### config.mk
export PLATFORM = sky130hd
export DESIGN_NAME = gol_frame_capture
export DESIGN_NICKNAME = d
export VERILOG_FILES = /design/src/rtl/gol_pkg.sv /design/src/rtl/gol_row_scanner.sv /design/src/rtl/gol_frame_capture.sv
export SDC_FILE = /design/constraint.sdc
export NUM_CORES = 1
export LEC_CHECK = 0
export BUFFER_PORTS_ARGS = -buffer_cell sky130_fd_sc_hd__buf_2
export CORE_UTILIZATION = 65
export CTS_CLUSTER_DIAMETER = 60
export DETAILED_ROUTE_END_ITERATION = 6
export PLACE_DENSITY = 0.84
export SLEW_MARGIN = 25
export SYNTH_ARGS = -nofsm -noshare
export SYNTH_HDL_FRONTEND = slang
export SYNTH_HIERARCHICAL = 1
export SYNTH_SLANG_ARGS = --single-unit
### constraint.sdc
create_clock -name clock -period 4.9 [get_ports clock]
set_input_delay 0 -clock clock [delete_from_list [all_inputs] [get_ports clock]]
set_output_delay 0 -clock clock [all_outputs]
set_load 0.01 [all_outputs]
### src/rtl/gol_pkg.sv
`default_nettype none
// +------------------------------------------------------------------------+
// | gol_pkg : shared types and defaults for the Game of Life frame capture |
// | Rev 1.0 : initial release                                              |
// +------------------------------------------------------------------------+
package gol_pkg;

  typedef enum logic [1:0] {
    CORE_INPUT  = 2'b00,
    CORE_UPDATE = 2'b01,
    CORE_OUTPUT = 2'b10
  } core_state_e;

  localparam int c_DEFAULT_N = 5;

  typedef enum logic [1:0] {
    CAP_IDLE    = 2'b00,
    CAP_CAPTURE = 2'b01,
    CAP_DONE    = 2'b10
  } cap_state_e;

endpackage
`default_nettype wire

### src/rtl/gol_row_scanner.sv
`default_nettype none
// +------------------------------------------------------------------------+
// | gol_row_scanner : dwell-timed one-hot row scan of an n x n frame       |
// | Rev 1.0 : initial release                                              |
// +------------------------------------------------------------------------+
module gol_row_scanner
  import gol_pkg::*;
#(
  parameter int N_SIDE = c_DEFAULT_N,
  parameter int DWELL  = 1024
) (
  input  logic                       clock,
  input  logic                       reset,
  input  logic [N_SIDE*N_SIDE-1:0]   i_frame,
  output logic [N_SIDE-1:0]          o_row_sel,
  output logic [N_SIDE-1:0]          o_col_out
);

  localparam int              c_CW       = (DWELL > 1) ? $clog2(DWELL) : 1;
  localparam int              c_RW       = (N_SIDE > 1) ? $clog2(N_SIDE) : 1;
  localparam logic [c_CW-1:0] c_CNT_LAST = c_CW'(DWELL - 1);
  localparam logic [c_RW-1:0] c_ROW_LAST = c_RW'(N_SIDE - 1);

  logic [c_CW-1:0]   r_cnt;
  logic [c_RW-1:0]   r_row;
  logic [N_SIDE-1:0] w_col;

  always_ff @(posedge clock) begin
    if (reset) begin
      r_cnt <= '0;
      r_row <= '0;
    end else if (r_cnt == c_CNT_LAST) begin
      r_cnt <= '0;
      r_row <= (r_row == c_ROW_LAST) ? '0 : r_row + 1'b1;
    end else begin
      r_cnt <= r_cnt + 1'b1;
    end
  end

  // Reads the live buffer, so a new commit shows up mid-dwell without restarting the scan.
  always_comb begin
    w_col = '0;
    for (int c = 0; c < N_SIDE; c++) begin
      w_col[c] = i_frame[int'(r_row) * N_SIDE + c];
    end
  end

  assign o_row_sel = N_SIDE'(1) << r_row;
  assign o_col_out = w_col;

endmodule
`default_nettype wire

### src/rtl/gol_frame_capture.sv
`default_nettype none
// +------------------------------------------------------------------------+
// | gol_frame_capture : deserializes Life core OUTPUT episodes into frames, |
// | drives an LED row scan. Option macro: GOL_POPCOUNT_EN. Rev 1.0         |
// +------------------------------------------------------------------------+
module gol_frame_capture
  import gol_pkg::*;
#(
  parameter int n     = c_DEFAULT_N,
  parameter int DWELL = 1024,
  parameter int GEN_W = 8
) (
  input  logic                         clock,
  input  logic                         reset,
  input  logic [1:0]                   state_in,
  input  logic                         cell_in,
  input  logic                         freeze,
  output logic [n-1:0]                 row_sel,
  output logic [n-1:0]                 col_out,
  output logic                         frame_valid,
  output logic [GEN_W-1:0]             generation,
  output logic                         busy
`ifdef GOL_POPCOUNT_EN
  ,
  output logic [$clog2(n*n+1)-1:0]     population,
  output logic                         extinct
`endif
);

  localparam int              c_N    = n * n;
  localparam int              c_IW   = (c_N > 1) ? $clog2(c_N) : 1;
  localparam logic [c_IW-1:0] c_LAST = c_IW'(c_N - 1);

  cap_state_e        r_state, w_next;
  logic [c_N-1:0]    r_shift, r_buf;
  logic [c_IW-1:0]   r_idx, w_bit;
  logic [GEN_W-1:0]  r_gen;
  logic              r_pend, r_fv;
  logic              w_out, w_sample, w_last;

  assign w_out = (state_in == CORE_OUTPUT);
  assign w_bit = (r_state == CAP_IDLE) ? '0 : r_idx;

  always_ff @(posedge clock) begin
    if (reset) r_state <= CAP_IDLE;
    else       r_state <= w_next;
  end

  always_comb begin
    w_next   = r_state;
    w_sample = 1'b0;
    w_last   = 1'b0;
    case (r_state)
      CAP_IDLE: if (w_out) begin
        w_sample = 1'b1;
        w_last   = (c_N == 1);
        w_next   = w_last ? CAP_DONE : CAP_CAPTURE;
      end
      CAP_CAPTURE: if (w_out) begin
        w_sample = 1'b1;
        w_last   = (r_idx == c_LAST);
        w_next   = w_last ? CAP_DONE : CAP_CAPTURE;
      end else begin
        w_next = CAP_IDLE;
      end
      CAP_DONE: if (!w_out) w_next = CAP_IDLE;
      default:  w_next = CAP_IDLE;
    endcase
  end

`ifdef GOL_POPCOUNT_EN
  localparam int c_PW = $clog2(c_N + 1);
  logic [c_PW-1:0] r_pop, w_pop;

  always_comb begin
    w_pop = '0;
    for (int i = 0; i < c_N; i++) w_pop = w_pop + c_PW'(r_shift[i]);
  end

  always_ff @(posedge clock) begin
    if (reset)                r_pop <= '0;
    else if (r_pend && !freeze) r_pop <= w_pop;
  end

  assign population = r_pop;
  assign extinct    = (r_pop == '0) && (r_gen != '0);
`endif

  // Commit lands one edge after the last bit; nothing samples in DONE, so r_shift is stable.
  always_ff @(posedge clock) begin
    if (reset) begin
      r_shift <= '0;
      r_idx   <= '0;
      r_pend  <= 1'b0;
      r_buf   <= '0;
      r_gen   <= '0;
      r_fv    <= 1'b0;
    end else begin
      r_fv   <= 1'b0;
      r_pend <= w_sample && w_last;
      if (w_sample) begin
        r_shift[w_bit] <= cell_in;
        r_idx          <= w_bit + 1'b1;
      end
      if (r_pend && !freeze) begin
        r_buf <= r_shift;
        r_gen <= r_gen + 1'b1;
        r_fv  <= 1'b1;
      end
    end
  end

  gol_row_scanner #(
    .N_SIDE (n),
    .DWELL  (DWELL)
  ) u_scan (
    .clock     (clock),
    .reset     (reset),
    .i_frame   (r_buf),
    .o_row_sel (row_sel),
    .o_col_out (col_out)
  );

  assign frame_valid = r_fv;
  assign generation  = r_gen;
  assign busy        = (r_state == CAP_CAPTURE);

endmodule
`default_nettype wire

-- After elaboration in Yosys (flattened, before gate mapping)
Index checks and enable logic that the tools add are counted.
- bits in registers: 80
- shifts and indexed selects: 1
- $mul: 1
- mux-type cells: 30
- $lt $le $gt $ge: 7
- reductions and logical operators: 8
- equality and inequality tests: 8
- add/sub/neg operators: 8
- operators by type and width (kind ; number):
    32-bit by 7-bit < comparator with 1-bit output, second input constant ; 5
    32-bit by 3-bit adder with 32-bit output, second input constant ; 2
    32-bit by 2-bit adder with 32-bit output, second input constant ; 1
    32-bit by 4-bit adder with 32-bit output, second input constant ; 1
    1-bit binary-select mux with 5-bit select ; 5
    25-bit bitwise mux ; 1
    1-bit 2-to-1 mux ; 16
    10-bit by 1-bit adder with 10-bit output, second input constant ; 1
    10-bit equality test, second input constant ; 1
    8-bit by 1-bit adder with 8-bit output, second input constant ; 1
    2-bit 2-to-1 mux ; 4
    5-bit by 6-bit < comparator with 1-bit output, second input constant ; 1
    3-bit by 3-bit multiplier with 6-bit output, second input constant ; 1
    2-bit case mux with 3 select lines ; 1
    5-bit by 1-bit adder with 5-bit output, second input constant ; 1
    1-bit demux with 5-bit select ; 1
    5-bit equality test, second input constant ; 1
    5-bit by 1-bit greater-or-equal comparator with 1-bit output, second input constant ; 1
    5-bit 2-to-1 mux ; 1
    1-bit by 3-bit left shift with 5-bit output, first input constant ; 1
    2-bit equality test, second input constant ; 2
    2-bit inequality test, second input constant ; 2
    2-bit OR reduction ; 2
    3-bit by 1-bit adder with 3-bit output, second input constant ; 1
    other kinds (7) ; 9

-- Logic depth before layout (Yosys ltp)
- depth after elaboration: 7
- depth in mapped cells: 10
- mapped depth without buffers: 8

-- Cells and area by module
The synthesis kept the hierarchy.
- by module, submodules not included (module ; cells each ; area an instance (um^2) ; seq. area each (um^2) ; instances):
    gol_frame_capture ; 325 ; 2845.2 ; 1341.3 ; 1
    gol_row_scanner ; 175 ; 1739.2 ; 260.2 ; 1

-- Worst setup path after synthesis
Ideal clock, no wire load.
- path kind: register -> output
- from: register u_scan.r_row[1]
- to: output col_out[3]
- stages on the path, launching flop included: 9
- data arrival time: 2.177 ns
- path buffers: 2
- data required time: 4.900 ns
- path slack: 2.723 ns
- cells stage by stage: dfxtp_1 buf_6 buf_4 inv_1 ha_1 xor2_2 mux4_2 a2111oi_2 nor3_1
- longest elaborated chain between the ends: 5
- ends and longest elaborated chain (element ; line ; source):
    from (decl) ; gol_row_scanner.sv:25 ; logic [c_RW-1:0] r_row;
    from (signal assigned) ; gol_row_scanner.sv:34 ; r_row <= (r_row == c_ROW_LAST) ? '0 : r_row + 1'b1;
    3-bit by 3-bit multiplier with 6-bit output ; gol_row_scanner.sv:44 ; w_col[c] = i_frame[int'(r_row) * N_SIDE + c];
    32-bit by 3-bit adder with 32-bit output ; gol_row_scanner.sv:44 ;
    1-bit binary-select mux with 5-bit select ; gol_row_scanner.sv:44 ;
    1-bit 2-to-1 mux (implied by the code) (2 in a row) ; gol_row_scanner.sv:44 ;
    to (decl) ; gol_frame_capture.sv:19 ; output logic [n-1:0] col_out,
Every way passes these cells. The select of a mux whose other input is x is not followed.

-- Worst setup path after layout
Ends and elaborated chain as after synthesis.

==> flow_summary.yaml <==
clock_network:
  cts_setup_buffers: 0
  cts_max_level: 3
  cts_tree: "done"
  cts-root-buf: "clkbuf_8"
  cts_sinks: 80
  insertion_delay_ps: 350
  clockBufferDepth: 2
  cts_made_buffers: 9
  clk_pin_slew_worst_paths_ps: 80
sta:
  slew-limit-headroom_pct: 38.7
  timing.final.crit_period_ps: 3250
  worst_slew_pin_slew_ps: 919
  hold_slack_ps: 41.1
  slew_viol_final: 0
  setup_tns_ps: 0
  fin_skew_ps: 10.3
  finalHoldViolations: 0
  layout_worst_path_cycle_share_pct: 66.3
  max_freq_mhz: 308
  setup_viol: 0
  rsz0062_at_grt: "no"
route:
  drtPass1Iterations: 4
  drt_iter0_markers: 231
  dr_total_vias: 3635
  ant_nets: 0
  wirelength_um: 9470
  drc: 0
  post_drt_wl_per_cell_um: 15.6
  routed_via_density: 5.98
setup_path:
  crit_slowest_cell: "dfxtp_1"
  crit_path_cell_trace: "inv_1, ha_1, xor2_2, mux4_2, a2111oi_2, nor3_1, buf_2"
  path_buf_inv: 2
  cp_top_family: "flip-flops"
  start_kind: "register"
  path_class: "reg2out"
  required_ps: 4900
  arrival_ps: 3250
  critPathMaxFanout: 19
  cp-end-kind: "output port"
  cpPeakStageDelay_ps: 910
global_route:
  grt_pass1_wl_um: 16000
  globalRouteOverflowTotal: 0
  grt_pass1_vias: 3315
  grtUsageTotal_pct: 27.4
  antenna_found_initial: 0
  grt_max_degree: 76
synthesis:
  syn_area_um2: 4580
  synth.most_common_cell: "dfxtp_1"
  synth_area_leader_cell: "dfxtp_1"
  avgSynthCellArea_um2: 9.17
  ys_ff_latch: 80
  synth_cell_types: 58
  yosysWarnings: 6
  synth-main-ff-cell: "dfxtp_1"
  synth_cells: 500
  synthTopCellsByCount: "80 x dfxtp_1, 69 x nand2_1, 35 x mux2i_1, 33 x a21oi_1"
  synthArstFlopShare_pct: 0
  synth-seq-area-share_pct: 34.9
  netlist.area_leader.share_pct: 34.9
  synthTopCellsByArea: "dfxtp_1 35%, mux2i_1 7.6%, mux4_2 7.4%"
  syn-num-nets: 522
  synth-edff-count: 0
cells_and_area:
  n_antenna_cell: 0
  drive_above_1_share_pct: 14.5
  fill_cells: 527
  syn2layout_area_growth_pct: 7.75
  utilization_pct: 72.7
  nets: 529
die:
  placement_rows: 30
  pin_count: 26
  initial_core_util_pct: 67.5
  core_area_um2: 6790
  die_height_um: 86.0
  die_area_um2: 7390
  dieWidth_um: 86.0
status:
  outcome: "complete, no violations"
job:
  maxCapViolCount: 0
placed_design:
  portBuffers: 25
  globalplace.congestion: 0.978
  dp_hpwl_um: 6710
power:
  finalPower_uw: 1200
  power_leakage_uw: 0.00196
  ir_drop_mv: 0.223
  p_per_area_nw_per_um2: 243
hold_path:
  hold_path_class: "in2reg"
[metal layers]
| layer | wire (µm) | vias to the layer above | part of all wire [%] | track usage (%) |
|---|---|---|---|---|
| li1 | - | 1783 | - | - |
| met1 | 4610 | 1763 | 49 | 39.2 |
| met2 | 4350 | 75 | 46 | 41.4 |
| met3 | 349 | 14 | 3.7 | 6.06 |
| met4 | 162 | 0 | 1.7 | 8.18 |
| met5 | 0 | - | 0 | 0 |
[what timing repair did]
action / 4_1_cts / 5_1_grt
resized for setup: 0 / 0
endpoints found under the setup margin: 0 / 0
hold buffers: 2 / 0
endpoints found under the hold margin: 1 / 0
[final cells by class]
cell class,instances,area [µm²],share of cell area (%)
clock buffers,11,151,3.06
repair buffers,31,175,3.55
well taps,96,120,2.43
flip-flops and latches,80,1600,32.4
multi-input cells,375,2790,56.5
inverters,10,37.5,0.760
clock inverters,5,62.6,1.27
[cells by family after synthesis]
logic type                 count (synthesis)  synth area share, %
buffers and inverters                     45                 4.37
DFF                                       80                 34.9
and+or+nand+nor                          207                 23.0
xor gates and xnor gates                  22                 4.99
muxes                                     62                 19.3
AOI/OAI and AO/OA                         68                 9.12
adders and majority gates                 16                 4.37
[final timing paths]
| path | start | endpoint | slack (ps) | cells past startpoint |
|---|---|---|---|---|
| setup reg to reg | r_state[1] | r_shift[11] | 2430 | 6 |
| hold reg to reg | r_shift[17] | r_buf[17] | 460 | 2 |
| hold / removal | freeze | generation[2] | 40 | 4 |
| setup / recovery | u_scan/r_row[1] | col_out[3] | 1650 | 7 |
[stage by stage]
step,setup slack (ps),area (µm²),instances
4_1_cts,1650,4940,608
2_1_floorplan,2720,4580,500
3_3_place_gp,2160,4700,590
6_report,1650,4940,608
3_5_place_dp,2040,4710,590
5_1_grt,1460,4940,608
[where the power goes]
group          switching (µW)  internal (µW)
Clock                     244            267
Combinational            20.8           13.3
Sequential               4.06            653
Total                     269            933
[worst min-delay path, stage by stage]
cell	delay (ps)
buf_2	100
nand3b_1	120
xnor2_1	60
nor2_1	70
[cells in the final DEF (no fill, tap or decap), types with 3 or more instances in the layout]
cell type  synthesis  routed
buf_4              3       4
o22ai_1            3       3
and2b_1            3       3
ha_1              16      16
nand3_1           29      29
o21ai_0            6       6
xor2_1             9       9
nand2b_1          29      28
or3_1              3       3
a31oi_1            6       6
nor2_1            28      28
buf_2              4      25
nor3_1             8       8
clkbuf_8           0      11
nand4_1            8       8
o211ai_1           3       3
mux2_1             7       7
mux4_1             4       4
xnor2_1            9       9
inv_1              8       8
nand2_1           69      69
mux2i_1           35      35
dfxtp_1           80      80
and2_1             4       4
or4_1              3       3
nor2b_1            8       8
a21oi_1           33      33
mux4_2            15      15
[flip-flops by register name, indices dropped and copies added (netlist names)]
signal	cells
r_pend	1
frame_valid	1
r_idx	5
r_buf	25
u_scan/r_row	3
u_scan/r_cnt	10
r_shift	25
r_state	2
generation	8
(Power assumes the default switching activity.)
